===== src/rtl/ofdm_sched_pkg.sv =====
// Shared encodings and limits for the OFDM symbol scheduler.
package ofdm_sched_pkg;
   localparam int unsigned MIN_LOG2_N = 3;
   localparam int unsigned MAX_LOG2_N = 13;

   typedef enum logic [1:0] {
      SEL_NULL  = 2'd0,
      SEL_PRE   = 2'd1,
      SEL_PILOT = 2'd2,
      SEL_DATA  = 2'd3
   } sel_e;

   typedef enum logic [1:0] {
      IDLE = 2'd0,
      PRE  = 2'd1,
      DATA = 2'd2,
      DONE = 2'd3
   } state_e;
endpackage


===== src/rtl/ofdm_symbol_scheduler_if.sv =====
// Upstream QAM handshake plus downstream slot stream between scheduler and mapper.
interface ofdm_symbol_scheduler_if #(
   parameter int unsigned IDX_W = 13,
   parameter int unsigned SYM_W = 16
) ();
   logic                 data_valid;
   logic                 data_ready;
   logic                 out_valid;
   logic                 out_ready;
   ofdm_sched_pkg::sel_e out_sel;
   logic [IDX_W-1:0]     out_idx;
   logic [SYM_W-1:0]     out_sym;
   logic                 out_last;
   logic                 out_frame_last;

   modport master (
      input  data_valid, out_ready,
      output data_ready, out_valid, out_sel, out_idx, out_sym, out_last, out_frame_last
   );

   modport slave (
      output data_valid, out_ready,
      input  data_ready, out_valid, out_sel, out_idx, out_sym, out_last, out_frame_last
   );
endinterface


===== src/rtl/ofdm_pilot_tracker.sv =====
// Pilot down-counter: marks a non-DC bin as pilot when the count reaches zero.
module ofdm_pilot_tracker #(
   parameter int unsigned IDX_W = 13
) (
   input  logic             clk,
   input  logic             rst,
   input  logic             load,
   input  logic             step,
   input  logic [IDX_W-1:0] off,
   input  logic [IDX_W-1:0] spc,
   input  logic [IDX_W-1:0] idx,
   output logic             is_pilot
);
   logic [IDX_W-1:0] cnt_q;

   // Reload with spacing-1 whenever the count is consumed at zero (pilot or DC).
   always_ff @(posedge clk or negedge rst) begin
      if (!rst) begin
         cnt_q <= '0;
      end else if (load) begin
         cnt_q <= off;
      end else if (step) begin
         cnt_q <= (cnt_q == '0) ? (spc - IDX_W'(1)) : (cnt_q - IDX_W'(1));
      end
   end

   assign is_pilot = (cnt_q == '0) && (spc != '0) && (idx != '0);
endmodule


===== src/rtl/ofdm_symbol_scheduler.sv =====
// Sequences one OFDM frame (preamble then data with pilots), one subcarrier slot per handshake.
module ofdm_symbol_scheduler #(
   parameter int unsigned MAX_LOG2_N = 13,
   parameter int unsigned SYM_W      = 16
) (
   input  logic                  clk,
   input  logic                  rst,
   input  logic                  cfg_start,
   input  logic                  cfg_abort,
   input  logic [3:0]            cfg_log2n,
   input  logic [3:0]            cfg_num_pre,
   input  logic [SYM_W-1:0]      cfg_num_data,
   input  logic [MAX_LOG2_N-1:0] cfg_pilot_off,
   input  logic [MAX_LOG2_N-1:0] cfg_pilot_spc,
   ofdm_symbol_scheduler_if.master bus,
   output logic                  busy,
   output logic                  done,
   output logic                  cfg_err
);
   import ofdm_sched_pkg::*;

   localparam int unsigned IDX_W    = MAX_LOG2_N;
   localparam int unsigned NPTS_W   = IDX_W + 1;
   localparam logic [3:0]  LOG2N_LO = 4'(MIN_LOG2_N);
   localparam logic [3:0]  LOG2N_HI = 4'(MAX_LOG2_N);

   state_e           state_q, state_n;
   logic [IDX_W-1:0] idx_q, idx_n, off_q, off_n, spc_q, spc_n, pt_off;
   logic [SYM_W-1:0] sym_q, sym_n, num_data_q, num_data_n;
   logic [3:0]       log2n_q, log2n_n, num_pre_q, num_pre_n;
   logic [NPTS_W-1:0] n_pts;
   logic             busy_n, done_n, cfg_err_n, cfg_ok;
   logic             last, frame_last, hs, is_pilot, pt_load, pt_step;
   logic             out_valid, data_ready;
   sel_e             sel;

   assign cfg_ok     = (cfg_log2n >= LOG2N_LO) && (cfg_log2n <= LOG2N_HI) && (cfg_num_data != '0);
   assign n_pts      = NPTS_W'(1) << log2n_q;
   assign last       = (idx_q == IDX_W'(n_pts - NPTS_W'(1)));
   assign frame_last = last && (state_q == DATA) && (sym_q == num_data_q - SYM_W'(1));
   assign pt_off     = (state_q == IDLE) ? cfg_pilot_off : off_q;

   ofdm_pilot_tracker #(.IDX_W(IDX_W)) u_pilot (
      .clk      (clk),
      .rst      (rst),
      .load     (pt_load),
      .step     (pt_step),
      .off      (pt_off),
      .spc      (spc_q),
      .idx      (idx_q),
      .is_pilot (is_pilot)
   );

   // Slot classification and handshake qualifiers, all from registered state.
   always_comb begin
      sel        = SEL_NULL;
      out_valid  = 1'b0;
      data_ready = 1'b0;
      case (state_q)
         PRE: begin
            sel       = SEL_PRE;
            out_valid = 1'b1;
         end
         DATA: begin
            if (is_pilot)           sel = SEL_PILOT;
            else if (idx_q == '0)   sel = SEL_NULL;
            else                    sel = SEL_DATA;
            out_valid  = (sel == SEL_DATA) ? bus.data_valid : 1'b1;
            data_ready = (sel == SEL_DATA) && bus.out_ready;
         end
         default: ;
      endcase
   end

   assign hs = out_valid && bus.out_ready;

   // Next-state, index/symbol counters and configuration latch.
   always_comb begin
      state_n    = state_q;
      idx_n      = idx_q;
      sym_n      = sym_q;
      log2n_n    = log2n_q;
      num_pre_n  = num_pre_q;
      num_data_n = num_data_q;
      off_n      = off_q;
      spc_n      = spc_q;
      cfg_err_n  = cfg_err;
      pt_load    = 1'b0;
      pt_step    = 1'b0;
      case (state_q)
         IDLE: begin
            if (cfg_start && !cfg_abort) begin
               if (!cfg_ok) begin
                  cfg_err_n = 1'b1;
               end else begin
                  cfg_err_n  = 1'b0;
                  log2n_n    = cfg_log2n;
                  num_pre_n  = cfg_num_pre;
                  num_data_n = cfg_num_data;
                  off_n      = cfg_pilot_off;
                  spc_n      = cfg_pilot_spc;
                  idx_n      = '0;
                  sym_n      = '0;
                  state_n    = (cfg_num_pre != '0) ? PRE : DATA;
                  pt_load    = (cfg_num_pre == '0);
               end
            end
         end
         PRE: begin
            if (hs) begin
               if (last) begin
                  idx_n = '0;
                  if (sym_q == SYM_W'(num_pre_q - 4'd1)) begin
                     sym_n   = '0;
                     state_n = DATA;
                     pt_load = 1'b1;
                  end else begin
                     sym_n = sym_q + SYM_W'(1);
                  end
               end else begin
                  idx_n = idx_q + IDX_W'(1);
               end
            end
         end
         DATA: begin
            if (hs) begin
               if (last) begin
                  idx_n = '0;
                  if (frame_last) begin
                     sym_n   = '0;
                     state_n = DONE;
                  end else begin
                     sym_n   = sym_q + SYM_W'(1);
                     pt_load = 1'b1;
                  end
               end else begin
                  idx_n   = idx_q + IDX_W'(1);
                  pt_step = 1'b1;
               end
            end
         end
         DONE: state_n = IDLE;
         default: state_n = IDLE;
      endcase
      if (cfg_abort) begin
         state_n = IDLE;
         idx_n   = '0;
         sym_n   = '0;
      end
      busy_n = (state_n != IDLE);
      done_n = (state_n == DONE);
   end

   always_ff @(posedge clk or negedge rst) begin
      if (!rst) begin
         state_q    <= IDLE;
         idx_q      <= '0;
         sym_q      <= '0;
         log2n_q    <= '0;
         num_pre_q  <= '0;
         num_data_q <= '0;
         off_q      <= '0;
         spc_q      <= '0;
         busy       <= 1'b0;
         done       <= 1'b0;
         cfg_err    <= 1'b0;
      end else begin
         state_q    <= state_n;
         idx_q      <= idx_n;
         sym_q      <= sym_n;
         log2n_q    <= log2n_n;
         num_pre_q  <= num_pre_n;
         num_data_q <= num_data_n;
         off_q      <= off_n;
         spc_q      <= spc_n;
         busy       <= busy_n;
         done       <= done_n;
         cfg_err    <= cfg_err_n;
      end
   end

   assign bus.out_valid      = out_valid;
   assign bus.data_ready     = data_ready;
   assign bus.out_sel        = sel;
   assign bus.out_idx        = idx_q;
   assign bus.out_sym        = sym_q;
   assign bus.out_last       = last && ((state_q == PRE) || (state_q == DATA));
   assign bus.out_frame_last = frame_last;
endmodule


===== src/flat_wrapper.sv =====
// flat-port wrapper written by rule: the top's interface ports become plain ports
module ofdm_symbol_scheduler_flat import ofdm_sched_pkg::*;
#(
   parameter int unsigned MAX_LOG2_N = 13,
   parameter int unsigned SYM_W      = 16
)
  (clk, rst, cfg_start, cfg_abort, cfg_log2n, cfg_num_pre, cfg_num_data, cfg_pilot_off, cfg_pilot_spc, busy, done, cfg_err, bus_data_valid, bus_out_ready, bus_data_ready, bus_out_valid, bus_out_sel, bus_out_idx, bus_out_sym, bus_out_last, bus_out_frame_last);
  ofdm_symbol_scheduler_if #(.IDX_W((13)), .SYM_W(SYM_W)) bus_i ();
  input  logic clk;
  input  logic rst;
  input  logic cfg_start;
  input  logic cfg_abort;
  input  logic [3:0] cfg_log2n;
  input  logic [3:0] cfg_num_pre;
  input  logic [SYM_W-1:0] cfg_num_data;
  input  logic [MAX_LOG2_N-1:0] cfg_pilot_off;
  input  logic [MAX_LOG2_N-1:0] cfg_pilot_spc;
  output logic busy;
  output logic done;
  output logic cfg_err;
  input wire logic [$bits(bus_i.data_valid)-1:0] bus_data_valid;
  input wire logic [$bits(bus_i.out_ready)-1:0] bus_out_ready;
  output wire logic [$bits(bus_i.data_ready)-1:0] bus_data_ready;
  output wire logic [$bits(bus_i.out_valid)-1:0] bus_out_valid;
  output wire logic [$bits(bus_i.out_sel)-1:0] bus_out_sel;
  output wire logic [$bits(bus_i.out_idx)-1:0] bus_out_idx;
  output wire logic [$bits(bus_i.out_sym)-1:0] bus_out_sym;
  output wire logic [$bits(bus_i.out_last)-1:0] bus_out_last;
  output wire logic [$bits(bus_i.out_frame_last)-1:0] bus_out_frame_last;
  assign bus_i.data_valid = bus_data_valid;
  assign bus_i.out_ready = bus_out_ready;
  assign bus_data_ready = bus_i.data_ready;
  assign bus_out_valid = bus_i.out_valid;
  assign bus_out_sel = bus_i.out_sel;
  assign bus_out_idx = bus_i.out_idx;
  assign bus_out_sym = bus_i.out_sym;
  assign bus_out_last = bus_i.out_last;
  assign bus_out_frame_last = bus_i.out_frame_last;
  ofdm_symbol_scheduler #(.MAX_LOG2_N(MAX_LOG2_N), .SYM_W(SYM_W)) u_core (.clk(clk), .rst(rst), .cfg_start(cfg_start), .cfg_abort(cfg_abort), .cfg_log2n(cfg_log2n), .cfg_num_pre(cfg_num_pre), .cfg_num_data(cfg_num_data), .cfg_pilot_off(cfg_pilot_off), .cfg_pilot_spc(cfg_pilot_spc), .bus(bus_i), .busy(busy), .done(done), .cfg_err(cfg_err));
endmodule

===== config.mk =====
export PLATFORM = sky130hd
export DESIGN_NAME = ofdm_symbol_scheduler_flat
export DESIGN_NICKNAME = d
export VERILOG_FILES = /design/src/rtl/ofdm_sched_pkg.sv /design/src/rtl/ofdm_symbol_scheduler_if.sv /design/src/rtl/ofdm_pilot_tracker.sv /design/src/rtl/ofdm_symbol_scheduler.sv /design/src/flat_wrapper.sv
export SDC_FILE = /design/constraint.sdc
export NUM_CORES = 1
export LEC_CHECK = 0
export CORE_ASPECT_RATIO = 1.75
export CORE_MARGIN = 2
export CORE_UTILIZATION = 30
export DETAILED_ROUTE_END_ITERATION = 8
export PLACE_DENSITY_LB_ADDON = 0.08
export SYNTH_ARGS = -nofsm -noshare
export SYNTH_HDL_FRONTEND = slang
export SYNTH_SLANG_ARGS = --single-unit

===== constraint.sdc =====
create_clock -name clk -period 3.65 [get_ports clk]
set_clock_uncertainty 0.1 [all_clocks]
set_input_delay 0.73 -clock clk [delete_from_list [all_inputs] [get_ports clk]]
set_output_delay 0.73 -clock clk [all_outputs]
set_load 0.05 [all_outputs]

==> flow_summary.yaml, run 1 <==
run_status:
  outcome: "finished clean"
routing:
  drc: 0
  vias: 5890
  drt_iter0_markers: 301
  wire_per_inst_um: 19.3
  routed_wl_um: 20900
  viasPerCell: 5.43
  ant_nets: 0
  drt_pass1_iterations: 4
worst_setup_path:
  critPathRequiredTime_ns: 2.82
  cp_max_fo: 7
  path_class: "reg -> out"
  reg2reg_slack_ns: 0.23
  start_kind: "register"
  endpoint_kind: "primary output"
  crit_arrival_ns: 2.80
place:
  dp_slack_ns: -0.00175
  place_hpwl_um: 16000
  dpl_cell_area_um2: 8010
  place_inst: 1061
  gpl.final_weighted_congestion: 0.813
  portBuffers: 93
grt:
  grt_max_degree: 57
  antenna_found_initial: 0
  grt_usage_pct: 19.1
  grt_remaining_overflow: 0
  grt_pass1_wl_um: 33500
  first_global_vias: 6117
pwr:
  swShare_pct: 43.2
  seqPwrFrac_pct: 32.1
  vdd_drop_max_mv: 0.347
  pwr-share-comb_pct: 51.6
  power_density_nw_per_um2: 710
  p_sw_mw: 2.62
  total_power_mw: 6.06
  power_frac_clock_pct: 16.3
  intPower_mw: 3.44
  leakagePower_nw: 3.40
logic_synthesis:
  synth_fp_nets: 770
  synth_cells: 702
  ys_seq_area_share_pct: 37.5
  synth_top_cell_area_share_pct: 37.5
  synth_top_area_cell: "dfrtp_1"
  syn_area_per_cell_um2: 9.22
  ys_ff_latch: 97
  async_flop_share_pct: 100
  yosys_warnings: 0
  synth_cell_types: 75
  syn_area_um2: 6470
  ys.flop_type: "dfrtp_1"
  synth-edff-count: 0
  ys_top_cells_by_area: "dfrtp_1, mux2_2, o21ai_0"
cells_and_area:
  fin_nets: 892
  final_cell_mix: "dfrtp_1, clkdlybuf4s50_1, nor2_1, mux2_2, buf_4"
  drive_above_1_share_pct: 21.8
  diodes: 0
  areaGrowthSynthToFinish_pct: 31.7
  fin_cells: 1084
  design_area_um2: 8530
  post-route-util_pct: 40.0
  final_common_cell: "dfrtp_1"
clocking:
  clockBufferDepth: 2
  h-tree-depth: 3
  clk_latency_ns: 0.36
  root_buffer: "clkbuf_16"
  cts_tree: "done"
  numCtsBuffers: 9
  clk_pin_slew_ns: 0.07
  cts.sinks: 97
sta:
  setup_slack_ns: 0.0213
  max_slew_margin_pct: 60.1
  rsz0062_at_grt: "yes"
  post-route-period-util_pct: 99.4
  slew_violations: 0
  fin_setup_tns_ns: 0
  setup_viol: 0
  worst_pin_slew_ns: 0.598
  finalCriticalPeriod_ns: 3.63
  max_freq_mhz: 276
  finalHoldViolations: 0
  hold_ws_ns: 0.278
die:
  die_x_um: 115
  io-pin-count: 94
  dieArea_um2: 22800
  core_area_um2: 21300
  dieHeight_um: 198
  start_util_pct: 30.4
  fp-row-count: 71
flow_run:
  maxCapViolCount: 0
hold_path:
  hp-class: "in -> async"
## layout make-up
cell class | count | area, µm²
tap | 255 | 319
sequential | 97 | 2430
fill | 2159 | 12800
timing repair buffer | 147 | 1420
multi-input combinational | 546 | 3980
inverter | 23 | 86.3
clock inverter | 5 | 63.8
clock buffer | 11 | 233
## synthesized netlist by cell type, types with 6 or more instances
library cell / instances
inv_1: 23
xor2_1: 9
nand2_1: 39
nor2_1: 65
xnor2_1: 22
and3_1: 15
nor2b_1: 14
dfrtp_1: 97
ha_1: 12
o21ai_0: 49
nand3b_1: 6
nand2b_1: 8
nor3_1: 21
mux2i_1: 24
clkbuf_1: 27
a21oi_1: 27
nand3_1: 23
a22o_1: 12
a31oi_1: 7
o211ai_1: 6
nor4_1: 23
mux2_2: 52
nand4_1: 12
## worst max-delay path: stages (launching register included)
cell      delay, ns
dfrtp_2        0.47
nor3_4         0.20
nand4_1        0.19
or4_1          0.53
and3_4         0.21
a2111o_1       0.49
nor2_4         0.19
buf_12         0.15
## path summary, 6_finish.rpt
check,start,endpoint,depth (start not counted)
hold / removal,rst,u_core.off_q[7]$_DFFE_PN0P_,1
setup / recovery,u_core.num_data_q[2]$_DFFE_PN0P_,bus_out_frame_last,7
setup reg to reg,u_core.log2n_q[1]$_DFFE_PN0P_,u_core.u_pilot.cnt_q[1]$_DFFE_PN0P_,12
min in group clk,u_core.cfg_err$_DFFE_PN0P_,u_core.cfg_err$_DFFE_PN0P_,1
max in group asynchronous,rst,u_core.num_data_q[8]$_DFFE_PN0P_,2
hold reg to reg,u_core.cfg_err$_DFFE_PN0P_,u_core.cfg_err$_DFFE_PN0P_,1
## metal layers
| metal | up-vias | routed length, µm | global-route usage, % |
|---|---|---|---|
| li1 | 2838 | - | - |
| met1 | 2925 | 8200 | 21.4 |
| met2 | 108 | 11600 | 36.3 |
| met3 | 19 | 625 | 2.69 |
| met4 | 0 | 471 | 6.38 |
| met5 | - | 0 | 0 |
## logic make-up after synthesis
logic type | share of synthesized area (%)
fa+ha+maj | 2.32
simple gates | 22.3
xor+xnor | 4.19
flops | 37.5
compound gates | 16.9
mux | 12.8
buf+inv | 4.04
## power by group through the flow
| stage | sequential (mW) | clock [mW] | combinational [mW] |
|---|---|---|---|
| 3_5_place_dp | 1.94 | 0 | 2.99 |
| 2_1_floorplan | 1.85 | 0 | 2.09 |
| 6_report | 1.95 | 0.986 | 3.13 |
| 5_1_grt | 2.01 | 1.07 | 3.45 |
| 3_3_place_gp | 1.93 | 0 | 2.94 |
| 4_1_cts | 1.94 | 1.03 | 3.08 |
## sequential cells by signal, indices dropped and copies added, names as in the netlist, 4 cells and up
register              flops
u_core.u_pilot.cnt_q     13
u_core.off_q             13
u_core.spc_q             13
u_core.num_pre_q          4
u_core.log2n_q            4
u_core.bus.out_idx       13
u_core.bus.out_sym       16
u_core.num_data_q        16
## timing repair
item | in CTS | in global routing
setup endpoints to repair | 4 | 25
buffers inserted | 5 | 2
cloned | 0 | 0
hold buffers | 0 | 0
pin swaps | 7 | 4
gates resized for setup | 21 | 14
Note: power is estimated with default switching activity, not from simulation.
==> run 2: changes to the inputs <==
==> constraint.sdc (replaced) <==
create_clock -name clk -period 4.08 [get_ports clk]
set_clock_uncertainty 0.1 [all_clocks]
set_input_delay 0.816 -clock clk [delete_from_list [all_inputs] [get_ports clk]]
set_output_delay 0.816 -clock clk [all_outputs]
set_load 0.05 [all_outputs]
==> run 2 against run 1 <==
Net effect: critical path depth stayed put; largest cell class unchanged; total power is 15% lower; first-iteration DRC count is 7.3% lower; via count is 0.65% lower; wire length is 2.9% lower; register-to-register slack better by 0.20 ns.
==> flow_summary.yaml, run 2 (synthesis gave the netlist of run 1 again) <==
worst_setup_path:
  cp-startpoint: "u_core.spc_q[2]$_DFFE_PN0P_"
  crit_arrival_ns: 3.02
  path_class: "reg -> out"
  reg2reg_slack_ns: 0.43
  critPathRequiredTime_ns: 3.16
  rr_startpoint: "u_core.log2n_q[1]$_DFFE_PN0P_"
  cp_max_fo: 5
  endpoint_kind: "primary output"
  start_kind: "register"
  rr_worst_depth: 13
  r2r_end: "u_core.bus.out_sym[0]$_DFFE_PN0P_"
routing:
  drc: 0
  vias: 5852
  viasPerCell: 5.54
  ant_nets: 0
  routed_wl_um: 20300
  wire_per_inst_um: 19.2
  drt_iter0_markers: 279
  drt_pass1_iterations: 4
pwr:
  swShare_pct: 44.2
  seqPwrFrac_pct: 34.0
  vdd_drop_max_mv: 0.308
  pwr-share-comb_pct: 49.5
  leakagePower_nw: 3.22
  total_power_mw: 5.13
  power_density_nw_per_um2: 632
  power_frac_clock_pct: 16.4
  intPower_mw: 2.87
  p_sw_mw: 2.27
flow_run:
  maxCapViolCount: 0
sta:
  max_slew_margin_pct: 28.6
  rsz0062_at_grt: "yes"
  max_freq_mhz: 254
  finalHoldViolations: 0
  post-route-period-util_pct: 96.5
  setup_slack_ns: 0.143
  worst_pin_slew_ns: 1.06
  setup_viol: 0
  slew_violations: 0
  finalCriticalPeriod_ns: 3.94
grt:
  first_global_vias: 5887
  grt_max_degree: 44
  antenna_found_initial: 0
  grt_pass1_wl_um: 32000
  grt_usage_pct: 18.2
  grt_remaining_overflow: 0
die:
  core_area_um2: 21300
  start_util_pct: 30.4
  fp-row-count: 71
  die_x_um: 115
  io-pin-count: 94
  dieArea_um2: 22800
  dieHeight_um: 198
run_status:
  outcome: "finished clean"
clocking:
  clk_pin_slew_ns: 0.07
  cts_tree: "done"
  cts_hold_buf: 0
  root_buffer: "clkbuf_16"
  numCtsBuffers: 9
  cts.sinks: 97
  clockBufferDepth: 2
  post-cts-setup-buffers: 0
  h-tree-depth: 3
  clk_latency_ns: 0.36
cells_and_area:
  final_common_cell: "dfrtp_1"
  fillers: 2240
  areaGrowthSynthToFinish_pct: 25.5
  post-route-util_pct: 38.1
  drive_above_1_share_pct: 16.6
  diodes: 0
  fin_nets: 864
  final_cell_mix: "dfrtp_1, clkdlybuf4s50_1, nor2_1, mux2_2, o21ai_0"
  fin_cells: 1056
hold_path:
  hp-class: "in -> async"
place:
  gpl.final_weighted_congestion: 0.866
  dp_slack_ns: 0.166
  place_inst: 1040
  portBuffers: 93
  place_hpwl_um: 15700
run 2: cell types whose count changed in the layout (fill, tap and decap cells not counted), sizes merged:
cell           previous run  this run
buf                      60        29
clkbuf                   11         9
clkdlybuf4s50            87        89
clkinvlp                  1         3
bufinv                    1         0
dlygate4sd2               0         1
inv                      25        26
run 2: final cells by class:
cell class / instances / area (µm²) / share of cell area, %
clock inverters: 7 / 62.6 / 0.770
flip-flops and latches: 97 / 2430 / 29.9
inverters: 23 / 86.3 / 1.06
well taps: 255 / 319 / 3.93
clock buffers: 9 / 225 / 2.77
repair buffers: 119 / 1150 / 14.2
multi-input cells: 546 / 3850 / 47.3
run 2: worst max-delay path by stage:
stage	to	cells past startpoint	slack, ns
after floorplan	bus_out_frame_last	10	0.09
after global placement	bus_out_frame_last	11	0.18
after detailed placement	bus_out_frame_last	11	0.17
after CTS	bus_out_frame_last	11	0.01
after global routing	bus_out_frame_last	11	-0.01
final	bus_out_sel[0]	7	0.14
run 2: metrics by stage:
step / cell area (µm²) / TNS, ns / hold slack (ns)
detailed placement: 7780 / 0 / 0.390
global placement: 7780 / 0 / 0.379
finish: 8120 / 0 / 0.368
global route: 8120 / -0.0175 / 0.403
floorplan: 6470 / 0 / 0.375
CTS: 8090 / 0 / 0.371
run 2: per-layer routing:
layer  wire length [µm]  track usage, %  part of all wire, %
met5                  0               0                    0
met4                748            8.30                  3.7
met3                715            2.23                  3.5
met2              10900            33.2                   54
met1               7960            20.8                   39
run 2: worst max-delay path: stages, from the launching register on:
cell             delay [ns]
dfrtp_1                0.43
or2_2                  0.33
nor4_1                 0.37
a31oi_1                0.29
nor2_1                 0.20
nor2_1                 0.06
nor2_1                 0.15
clkdlybuf4s50_1        0.83
run 2: what timing repair did:
action,4_1_cts,5_1_grt
resized for setup,6,8
endpoints found under the setup margin,3,12
pin swaps,0,0
run 2: power groups by stage:
stage                     sequential (mW)  clock (mW)  combinational [mW]
after floorplan                      1.65           0                1.83
after global placement               1.74           0                2.49
after global routing                 1.80       0.910                2.79
after CTS                            1.74       0.879                2.54
after detailed placement             1.75           0                2.52
final                                1.75       0.843                2.54
==> run 3: changes to the inputs <==
--- a/config.mk
+++ b/config.mk
@@ -5,11 +5,12 @@
 export SDC_FILE = /design/constraint.sdc
 export NUM_CORES = 1
 export LEC_CHECK = 0
+export CAP_MARGIN = 20
 export CORE_ASPECT_RATIO = 1.75
 export CORE_MARGIN = 2
 export CORE_UTILIZATION = 30
 export DETAILED_ROUTE_END_ITERATION = 8
-export PLACE_DENSITY_LB_ADDON = 0.08
+export PLACE_DENSITY = 0.49
 export SYNTH_ARGS = -nofsm -noshare
 export SYNTH_HDL_FRONTEND = slang
 export SYNTH_SLANG_ARGS = --single-unit
==> constraint.sdc (replaced) <==
create_clock -name clk -period 3.6 [get_ports clk]
set_clock_uncertainty 0.1 [all_clocks]
set_input_delay 0.72 -clock clk [delete_from_list [all_inputs] [get_ports clk]]
set_output_delay 0.72 -clock clk [all_outputs]
set_load 0.05 [all_outputs]
==> run 3 against run 2 <==
Net effect: sequential power increased by 11%; total power increased by 19%; die area did not move; design area is 4.5% higher; cell count rose by 2.3%; setup slack worse by 0.093 ns; utilization grew 1.7 points; highest routed layer unchanged.
==> flow_summary.yaml, run 3 (synthesis gave the netlist of run 1 again) <==
clocking:
  clockBufferDepth: 2
  clk_pin_slew_ns: 0.07
  root_buffer: "clkbuf_16"
  cts_hold_buf: 0
  cts_tree: "done"
  h-tree-depth: 3
  clk_latency_ns: 0.36
  numCtsBuffers: 9
  cts.sinks: 97
worst_setup_path:
  crit_slowest_cell: "dfrtp_1"
  endpoint_kind: "primary output"
  rr_worst_depth: 16
  crit_family: "simple AND/OR/NAND/NOR gates"
  critPathMaxStageDelay_ns: 0.42
  path_class: "reg -> out"
  cp_common_cell: "nor2_4"
  crit_buf_inv: 2
  crit_chain: "buf_6, nor2_4, nand3b_1, ha_4, xnor2_2, a2111oi_2, nand4_1, nor4_4, nand2_2, nor2_4, buf_12"
  critPathRequiredTime_ns: 2.78
  start_kind: "register"
  worst-path-stages: 11
  cp_max_fo: 3
  crit_arrival_ns: 2.73
grt:
  first_global_vias: 6025
  antenna_found_initial: 0
  grt_usage_pct: 17.3
  grt_pass1_wl_um: 30800
  grt_max_degree: 68
  grt_remaining_overflow: 0
die:
  core_area_um2: 21300
  dieHeight_um: 198
  start_util_pct: 30.4
  die_x_um: 115
  dieArea_um2: 22800
  io-pin-count: 94
  fp-row-count: 71
place:
  gpl.final_weighted_congestion: 0.874
  portBuffers: 93
  place_hpwl_um: 14900
pwr:
  vdd_drop_max_mv: 0.325
  leakagePower_nw: 3.39
  power_density_nw_per_um2: 718
cells_and_area:
  diodes: 0
  final_cell_mix: "dfrtp_1, clkdlybuf4s50_1, nor2_1, mux2_2, buf_4"
  fillers: 2176
  drive_above_1_share_pct: 21.8
  areaGrowthSynthToFinish_pct: 31.1
  post-route-util_pct: 39.8
  final_common_cell: "dfrtp_1"
  fin_nets: 888
run_status:
  outcome: "finished clean"
routing:
  drt_pass1_iterations: 5
  routed_wl_um: 19700
  viasPerCell: 5.48
  ant_nets: 0
  drc: 0
  wire_per_inst_um: 18.3
  drt_iter0_markers: 320
  vias: 5916
sta:
  finalCriticalPeriod_ns: 3.55
  max_freq_mhz: 282
  rsz0062_at_grt: "yes"
  slew_violations: 0
  worst_pin_slew_ns: 0.649
  hold_ws_ns: 0.199
  post-route-period-util_pct: 98.6
  setup_viol: 0
  finalHoldViolations: 0
  max_slew_margin_pct: 56.6
hold_path:
  hp-class: "in -> async"
flow_run:
  maxCapViolCount: 0
-- run 3: layout make-up --
cell class                      instances  area (µm²)  share of cell area (%)
Multi-Input combinational cell        546        3970                    46.8
Sequential cell                        97        2430                    28.6
Timing Repair Buffer                  143        1390                    16.3
Tap cell                              255         319                    3.76
Clock buffer                            9         225                    2.65
Inverter                               23        86.3                    1.02
Clock inverter                          7        70.1                   0.825
-- run 3: what timing repair did --
action	in CTS	in global routing
endpoints found under the setup margin	15	30
pin swaps	11	12
hold endpoints to repair	0	0
resized for setup	20	16
cloned	0	1
setup buffers	9	6
-- run 3: layer usage --
metal	routed length (µm)	GRT usage (%)	up-vias
li1	-	-	2818
met1	7710	19.0	2918
met2	10700	32.2	141
met3	597	2.48	39
met4	687	8.12	0
met5	0	0	-
-- run 3: path summary, 6_finish.rpt --
| path | from | endpoint | slack, ns |
|---|---|---|---|
| max | u_core.log2n_q[1]$_DFFE_PN0P_ | bus_out_frame_last | 0.05 |
| min | rst | u_core.num_data_q[13]$_DFFE_PN0P_ | 0.20 |
| min in group clk | u_core.cfg_err$_DFFE_PN0P_ | u_core.cfg_err$_DFFE_PN0P_ | 0.40 |
| max in group asynchronous | rst | u_core.bus.out_idx[10]$_DFFE_PN0P_ | 2.49 |
| max reg2reg | u_core.log2n_q[1]$_DFFE_PN0P_ | u_core.bus.out_sym[13]$_DFFE_PN0P_ | 0.15 |
| min reg2reg | u_core.cfg_err$_DFFE_PN0P_ | u_core.cfg_err$_DFFE_PN0P_ | 0.40 |
-- run 3: metrics by stage --
stage	cell area (µm²)	setup slack [ns]	TNS, ns	power (mW)	std cells
floorplan	6520	-0.0448	-0.153	3.99	702
global placement	7890	0.0176	0	4.82	1048
detailed placement	7890	-0.0322	-0.0692	4.90	1048
CTS	8340	0.0150	0	6.04	1073
global route	8490	-0.0896	-0.213	6.54	1080
finish	8490	0.0497	0	6.10	1080
-- run 3: report_power, final --
part | total [mW] | internal, mW | switching, mW | leakage (nW)
logic | 3.17 | 1.47 | 1.70 | 2.01
registers | 1.95 | 1.48 | 0.470 | 1.23
clock network | 0.980 | 0.539 | 0.441 | 0.146
